<file path="config.mk">
export PLATFORM = sky130hd
export DESIGN_NAME = alu_pipe
export DESIGN_NICKNAME = d
export VERILOG_FILES = /design/src/rtl/alu_pipe.sv
export SDC_FILE = /design/constraint.sdc
export NUM_CORES = 1
export LEC_CHECK = 0
export CAP_MARGIN = 20
export CORE_ASPECT_RATIO = 0.5
export CORE_MARGIN = 3
export CORE_UTILIZATION = 45
export DETAILED_ROUTE_END_ITERATION = 10
export MAX_ROUTING_LAYER = met4
export SYNTH_ARGS = -nofsm -noshare
export SYNTH_HDL_FRONTEND = slang
export SYNTH_HIERARCHICAL = 1
export SYNTH_SLANG_ARGS = --single-unit
</file>
<file path="constraint.sdc">
create_clock -name clk -period 5.5 [get_ports clk]
set_input_delay 0.55 -clock clk [delete_from_list [all_inputs] [get_ports clk]]
set_output_delay 0.55 -clock clk [all_outputs]
set_load 0.03 [all_outputs]
</file>
<file path="src/rtl/alu_pipe.sv">
// alu_pipe: pipelined 8-op ALU with status flags, tag pass-through and
// valid/ready handshaking on both sides. Stages collapse bubbles, so up
// to LATENCY operations can be held while the consumer stalls.
// WIDTH must be a power of two >= 2; LATENCY is legal in 1..4.

// One pipeline register: a valid bit plus an opaque payload vector.
module alu_pipe_stage #(
    parameter int PW = 8
) (
    input  logic          clk,
    input  logic          rst,
    input  logic          load,
    input  logic          vld_in,
    input  logic [PW-1:0] data_in,
    output logic          vld,
    output logic [PW-1:0] data
);

    // Load on demand, otherwise hold; reset drops the op and zeroes payload.
    always_ff @(posedge clk) begin
        if (rst) begin
            vld  <= 1'b0;
            data <= '0;
        end else if (load) begin
            vld  <= vld_in;
            data <= data_in;
        end
    end

endmodule

module alu_pipe #(
    parameter int WIDTH   = 32,
    parameter int LATENCY = 2,
    parameter int TAG_W   = 4
) (
    input  logic             clk,
    input  logic             rst,
    input  logic             in_valid,
    output logic             in_ready,
    input  logic [2:0]       op,
    input  logic [WIDTH-1:0] a,
    input  logic [WIDTH-1:0] b,
    input  logic [TAG_W-1:0] in_tag,
    output logic             out_valid,
    input  logic             out_ready,
    output logic [WIDTH-1:0] result,
    output logic [TAG_W-1:0] out_tag,
    output logic             flag_z,
    output logic             flag_n,
    output logic             flag_c,
    output logic             flag_v
);

    localparam int SH_W = $clog2(WIDTH);

    // Codes 0..3 keep the legacy 4-op ALU encoding.
    typedef enum logic [2:0] {
        OP_ADD = 3'd0,
        OP_SUB = 3'd1,
        OP_AND = 3'd2,
        OP_NOT = 3'd3,
        OP_OR  = 3'd4,
        OP_XOR = 3'd5,
        OP_SHL = 3'd6,
        OP_SHR = 3'd7
    } op_e;

    typedef struct packed {
        logic [WIDTH-1:0] result;
        logic [TAG_W-1:0] tag;
        logic             z;
        logic             n;
        logic             c;
        logic             v;
    } payload_t;

    localparam int PW = $bits(payload_t);

    logic [SH_W-1:0] sh;
    logic [WIDTH:0]  add_ext;
    logic [WIDTH:0]  sub_ext;
    logic [WIDTH:0]  shl_ext;
    logic [WIDTH:0]  shr_ext;
    payload_t        calc;

    assign sh = b[SH_W-1:0];

    // Datapath: every op's result and flags are computed from the inputs and
    // captured straight into stage 0. Shifts use a one-bit extension so the
    // last bit shifted out lands in the spare bit (and is 0 when sh == 0).
    always_comb begin
        add_ext = {1'b0, a} + {1'b0, b};
        sub_ext = {1'b0, a} - {1'b0, b};
        shl_ext = {1'b0, a} << sh;
        shr_ext = {a, 1'b0} >> sh;
        calc     = '0;
        calc.tag = in_tag;
        case (op_e'(op))
            OP_ADD: begin
                calc.result = add_ext[WIDTH-1:0];
                calc.c      = add_ext[WIDTH];
                calc.v      = (a[WIDTH-1] == b[WIDTH-1]) &&
                              (add_ext[WIDTH-1] != a[WIDTH-1]);
            end
            OP_SUB: begin
                calc.result = sub_ext[WIDTH-1:0];
                calc.c      = sub_ext[WIDTH];   // borrow: a < b unsigned
                calc.v      = (a[WIDTH-1] != b[WIDTH-1]) &&
                              (sub_ext[WIDTH-1] != a[WIDTH-1]);
            end
            OP_AND: calc.result = a & b;
            OP_NOT: calc.result = ~b;
            OP_OR:  calc.result = a | b;
            OP_XOR: calc.result = a ^ b;
            OP_SHL: begin
                calc.result = shl_ext[WIDTH-1:0];
                calc.c      = shl_ext[WIDTH];
            end
            OP_SHR: begin
                calc.result = shr_ext[WIDTH:1];
                calc.c      = shr_ext[0];
            end
        endcase
        calc.z = (calc.result == '0);
        calc.n = calc.result[WIDTH-1];
    end

    logic [LATENCY-1:0] vld_pipe;
    logic [LATENCY-1:0] load;
    logic [PW-1:0]      stage_data [LATENCY];

    // Bubble-collapsing advance: a stage loads if it is empty or the stage
    // after it is moving; the last stage moves when the consumer accepts.
    always_comb begin
        load = '0;
        load[LATENCY-1] = !vld_pipe[LATENCY-1] || out_ready;
        for (int k = LATENCY - 2; k >= 0; k--) begin
            load[k] = !vld_pipe[k] || load[k+1];
        end
    end

    // Nothing is accepted while reset is asserted.
    assign in_ready = load[0] && !rst;

    for (genvar k = 0; k < LATENCY; k++) begin : g_stage
        if (k == 0) begin : g_first
            alu_pipe_stage #(.PW(PW)) u_stage (
                .clk     (clk),
                .rst     (rst),
                .load    (load[k]),
                .vld_in  (in_valid),
                .data_in (calc),
                .vld     (vld_pipe[k]),
                .data    (stage_data[k])
            );
        end else begin : g_next
            alu_pipe_stage #(.PW(PW)) u_stage (
                .clk     (clk),
                .rst     (rst),
                .load    (load[k]),
                .vld_in  (vld_pipe[k-1]),
                .data_in (stage_data[k-1]),
                .vld     (vld_pipe[k]),
                .data    (stage_data[k])
            );
        end
    end

    payload_t out_p;
    assign out_p     = payload_t'(stage_data[LATENCY-1]);
    assign out_valid = vld_pipe[LATENCY-1];
    assign result    = out_p.result;
    assign out_tag   = out_p.tag;
    assign flag_z    = out_p.z;
    assign flag_n    = out_p.n;
    assign flag_c    = out_p.c;
    assign flag_v    = out_p.v;

endmodule

</file>
Word level (Yosys, flattened, before mapping)
Cells that the tools add are included.
- multipliers: 0
- multiplexer cells: 3
- add/sub/neg operators: 2
- divide/modulo/power cells: 0
- shifts and indexed selects: 2
- eq/ne operators: 11
- magnitude comparators: 0
- reductions and logical operators: 10
- bitwise gates (word level): 4
- operators by type and width (cell ; count):
    $pmux W32 S8 ; 1
    $add A32 B32 Y33 ; 1
    $shl A32 B5 Y33 ; 1
    $shr A33 B5 Y33 ; 1
    $sub A32 B32 Y33 ; 1
    $and A32 B32 Y32 ; 1
    $logic_not A32 Y1 ; 1
    $not A32 Y32 ; 1
    $or A32 B32 Y32 ; 1
    $xor A32 B32 Y32 ; 1
    $eq A3 B3 Y1 const B ; 4
    $eq A3 B2 Y1 const B ; 2
    $pmux W1 S4 ; 1
    $eq A3 B1 Y1 const B ; 1
    $logic_and A1 B1 Y1 ; 3
    $logic_not A1 Y1 ; 3
    $logic_not A3 Y1 ; 1
    $ne A1 B1 Y1 ; 3
    $logic_or A1 B1 Y1 ; 2
    $pmux W1 S2 ; 1
    $eq A1 B1 Y1 ; 1
- bits in latches: 0
- input bits: 75
- bits in writable memories: 0
- bits in read-only memories: 0
- output and inout port bits: 42
- register bits after elaboration: 82
- memories kept: 0

Logic depth before layout (Yosys ltp)
- depth after elaboration: 4
- gate-level depth with buffers: 20
- gate-level depth less buffers: 17

Hierarchy
Netlist, hierarchy kept.
- by module, submodules not included (module ; area each (um^2) ; seq. area each (um^2) ; times used ; cells an instance):
    alu_pipe ; 10134.7 ; 0.0 ; 1 ; 1452
    alu_pipe_stage ; 1507.7 ; 820.8 ; 2 ; 133

Worst setup path after synthesis
OpenSTA, ideal clock, no wires.
- path type: input port to flip-flop
- start: input port b[1]
- end: register g_stage[0].g_first.u_stage.data[3]
- path slack: 899 ps
- arrival time: 4539 ps
- data required time: 5438 ps
- cell stages on the path: 19
- cells stage by stage: buf_2 inv_2 buf_2 buf_2 buf_1 fa_1 nor2b_1 o21ai_0 a31oi_1 o311ai_1 a21oi_1 xnor2_1 a2111oi_0 o2111a_1 nand4b_1 nor4b_1 and4b_1 mux2i_1 nor2_2
- RTL lines (item ; line ; source):
    start, declared ; 43 ; input logic [WIDTH-1:0] b,
    end signal, assigned ; 26 ; data <= data_in;
    end, declared ; 16 ; output logic [PW-1:0] data

==> impl_metrics.sql <==
INSERT INTO impl_metrics (metric_group, metric, value, unit) VALUES
('hold_path', 'min_path_type', 'reg2reg', ''),
('logic_synthesis', 'yosys-top-cells-area', 'sky130_fd_sc_hd__dfxtp_1 (12%), sky130_fd_sc_hd__mux2i_1 (12%), sky130_fd_sc_hd__mux4_2 (9.2%)', ''),
('floorplan', 'dieHeight', '127', 'um'),
('placement', 'dp_cells', '2181', ''),
('logic_synthesis', 'proportion_of_synthesized_chip_area_in_sequential_cells', '0.125', ''),
('setup_path', 'setup.worst_path.end', 'g_stage[0].g_first.u_stage/data[3]', ''),
('floorplan', 'floorplan.initialDensity', '0.466', ''),
('timing', 'final_sum_of_negative_setup_slack', '0', 'ns'),
('flow_run', 'cap_violations', '0', ''),
('detailed_routing', 'first_pass_iters', '6', ''),
('floorplan', 'row_count', '43', ''),
('setup_path', 'timing.critical_path.max_delay_family', 'compound AO/OA/AOI/OAI gates', ''),
('power', 'finalPower', '2790', 'uW'),
('timing', 'slew_violations', '0', ''),
('clocking', 'cts_root_buf', 'sky130_fd_sc_hd__clkbuf_16', ''),
('floorplan', 'top_level_ports', '117', ''),
('setup_path', 'worst_r2r_endpoint', 'g_stage[0].g_first.u_stage/data[33]', ''),
('global_routing', 'antenna_found_initial', '4', ''),
('detailed_routing', 'routed.top_layer', 'met4', ''),
('clocking', 'clk_path_buf_depth', '2', ''),
('logic_synthesis', 'ys_async_sr_fraction', '0', ''),
('floorplan', 'placeableCoreArea', '0.0282', 'mm2'),
('status', 'run_status', 'complete, no violations', ''),
('timing', 'min_period', '5.11', 'ns'),
('timing', 'fmax', '0.196', 'GHz'),
('logic_synthesis', 'synth_edf_count', '0', ''),
('placement', 'port_buffers', '116', ''),
('setup_path', 'worst_path_largest_cell_delay', '0.73', 'ns'),
('clocking', 'post_cts.resized_instances', '0', ''),
('timing', 'final_hold_viol_count', '0', ''),
('clocking', 'ctsHoldBuffers', '0', ''),
('logic_synthesis', 'ys_dominant_reg_cell', 'sky130_fd_sc_hd__dfxtp_1', ''),
('setup_path', 'worst-endpoint-required', '5.76', 'ns'),
('clocking', 'cts-buffers-inserted', '9', ''),
('clocking', 'clkTransAtPathRegs', '0.06', 'ns'),
('clocking', 'clock_sink_count', '82', ''),
('setup_path', 'cp-end-kind', 'flop', ''),
('detailed_routing', 'remaining_drc_errors', '0', ''),
('setup_path', 'critical_path_arrival', '5.37', 'ns'),
('setup_path', 'cp_num_cells', '19', ''),
('placement', 'detailed_place_hpwl', '50100', 'um'),
('clocking', 'clock_tree.htree_level_count', '3', ''),
('detailed_routing', 'detail_route.wl_per_cell', '28.9', 'um'),
('final_layout', 'finish.cell_count_without_fillers', '2203', ''),
('final_layout', 'nNetsFinal', '1984', ''),
('power', 'vdd.ir_drop.worst', '0.345', 'mV'),
('final_layout', 'areaGrowthSynthToFinish', '15.2', '%'),
('setup_path', 'crit_chain', 'clkdlybuf4s50_1, inv_1, ha_1, inv_1, fa_1, nor2b_1, o21ai_0, a31oi_1, buf_4, o311ai_1, a21oi_1, xnor2_1, a2111oi_0, o2111a_1, nand4b_1, nor4b_1, and4b_1, mux2i_1, nor2_2', ''),
('global_routing', 'grt_max_degree', '84', ''),
('logic_synthesis', 'netlist.area_leader.share', '0.125', ''),
('setup_path', 'rr_worst_depth', '4', ''),
('global_routing', 'grt_usage', '0.406', ''),
('setup_path', 'crit_type', 'in2reg', ''),
('detailed_routing', 'drt-met1-wl', '27100', 'um'),
('setup_path', 'cpMostUsedCell', 'sky130_fd_sc_hd__inv_1', ''),
('placement', 'gp_congestion', '1.13', ''),
('timing', 'report.final.setup_viol', '0', ''),
('logic_synthesis', 'synth.ff_latch_count', '82', ''),
('floorplan', 'area_of_the_die', '0.0314', 'mm2'),
('setup_path', 'slowest_stage_cell_crit_path', 'sky130_fd_sc_hd__a2111oi_0', ''),
('timing', 'final_worst_path_period_share', '0.929', ''),
('clocking', 'tritoncts', 'yes', ''),
('final_layout', 'drive_gt1_frac', '0.127', ''),
('power', 'power_per_standard_cell_area', '184', 'mW/mm2'),
('floorplan', 'floorplan.die.width', '248', 'um'),
('setup_path', 'ff2ff_setup_slack', '3.91', 'ns'),
('logic_synthesis', 'synth.avg_cell_area', '7.65', 'um2'),
('timing', 'slew_headroom', '0.278', ''),
('final_layout', 'num-fill-cells', '2717', ''),
('clocking', 'worst_skew_late_latency', '0.33', 'ns'),
('logic_synthesis', 'yosys_warnings', '6', '');
-- kinds of logic (layout without fill, tap and decap cells) --
logic type	Yosys count	in the layout	share of synthesized area
and+or+nand+nor	533	533	0.186
AOI/OAI and AO/OA	490	490	0.253
buffers and inverters	261	358	0.0957
muxes	231	231	0.230
adders and majority gates	99	99	0.0953
DFF	82	82	0.125
xor gates and xnor gates	22	22	0.0147
other	0	6	0
-- power breakdown --
group          leakage [uW]  total, uW  internal, uW  switching [uW]
sequential         0.000676        673           645            28.2
combinational       0.00590       1540           566             971
clock              0.000152        583           367             217
total               0.00673       2790          1580            1220
-- area by class of cell --
type                            instances  area [um2]  share of cell area
Multi-Input combinational cell       1375       10300               0.677
Timing Repair Buffer                  228        2030               0.134
Sequential cell                        82        1640               0.108
Tap cell                              382         478              0.0316
Inverter                              114         428              0.0283
Clock buffer                           15         298              0.0197
Antenna cell                            6        15.0            0.000991
Clock inverter                          1        5.00            0.000330
-- stage by stage --
| stage | cell area [um2] | hold slack, ns |
|---|---|---|
| floorplan | 13200 | 0.460 |
| global placement | 14800 | 0.473 |
| detailed placement | 14800 | 0.485 |
| CTS | 15100 | 0.501 |
| global route | 15100 | 0.530 |
| finish | 15100 | 0.496 |
-- worst min-delay path by stage --
stage                                         from                                  to  slack (ns)  cells past startpoint
5_1_grt         g_stage[1].g_next.u_stage/data[19]  g_stage[1].g_next.u_stage/data[19]        0.53                      2
3_5_place_dp    g_stage[1].g_next.u_stage/data[20]  g_stage[1].g_next.u_stage/data[20]        0.49                      2
2_1_floorplan   g_stage[0].g_first.u_stage/data[0]  g_stage[0].g_first.u_stage/data[0]        0.46                      2
4_1_cts        g_stage[0].g_first.u_stage/data[34]  g_stage[1].g_next.u_stage/data[34]        0.50                      2
3_3_place_gp    g_stage[0].g_first.u_stage/data[5]  g_stage[0].g_first.u_stage/data[5]        0.47                      2
6_report        g_stage[1].g_next.u_stage/data[13]  g_stage[1].g_next.u_stage/data[13]        0.50                      2
-- sequential cells by signal, indices dropped and copies added (netlist names) --
register / flops
g_stage.g_first.u_stage/data: 40
g_stage.g_next.u_stage/vld: 1
g_stage.g_next.u_stage/data: 40
g_stage.g_first.u_stage/vld: 1
-- worst min-delay path, cell delays in order (launching register included) --
cell,delay [ns]
sky130_fd_sc_hd__dfxtp_1,0.33
sky130_fd_sc_hd__mux2i_1,0.07
sky130_fd_sc_hd__nor2_1,0.07
-- routing by layer --
layer  vias up  global-route usage
li1       6536                   -
met1      7406               0.584
met2      1256               0.513
met3       156               0.177
met4         0              0.0863
met5         -                   -
-- cells in the final DEF, fill, tap and decap left out, types with 82 or more instances in the layout --
cell / Yosys / layout
sky130_fd_sc_hd__nand2_1: 117 / 117
sky130_fd_sc_hd__dfxtp_1: 82 / 82
sky130_fd_sc_hd__a21oi_1: 115 / 115
sky130_fd_sc_hd__inv_1: 110 / 110
sky130_fd_sc_hd__buf_4: 4 / 110
sky130_fd_sc_hd__mux2i_1: 155 / 155
sky130_fd_sc_hd__clkdlybuf4s50_1: 0 / 110
sky130_fd_sc_hd__o21ai_0: 93 / 93
sky130_fd_sc_hd__ha_1: 97 / 97
sky130_fd_sc_hd__nor2_1: 227 / 227
-- synth_stat cells (20+ instances only) --
cell type / instances
sky130_fd_sc_hd__a211oi_1: 42
sky130_fd_sc_hd__a21oi_1: 115
sky130_fd_sc_hd__a221oi_1: 29
sky130_fd_sc_hd__buf_2: 41
sky130_fd_sc_hd__clkbuf_1: 68
sky130_fd_sc_hd__dfxtp_1: 82
sky130_fd_sc_hd__ha_1: 97
sky130_fd_sc_hd__inv_1: 110
sky130_fd_sc_hd__mux2_2: 20
sky130_fd_sc_hd__mux2i_1: 155
sky130_fd_sc_hd__mux4_2: 54
sky130_fd_sc_hd__nand2_1: 117
sky130_fd_sc_hd__nand3_1: 30
sky130_fd_sc_hd__nor2_1: 227
sky130_fd_sc_hd__nor3_1: 46
sky130_fd_sc_hd__o211ai_1: 26
sky130_fd_sc_hd__o21ai_0: 93
sky130_fd_sc_hd__o221ai_1: 21
Power figures use the tool's default switching activity.
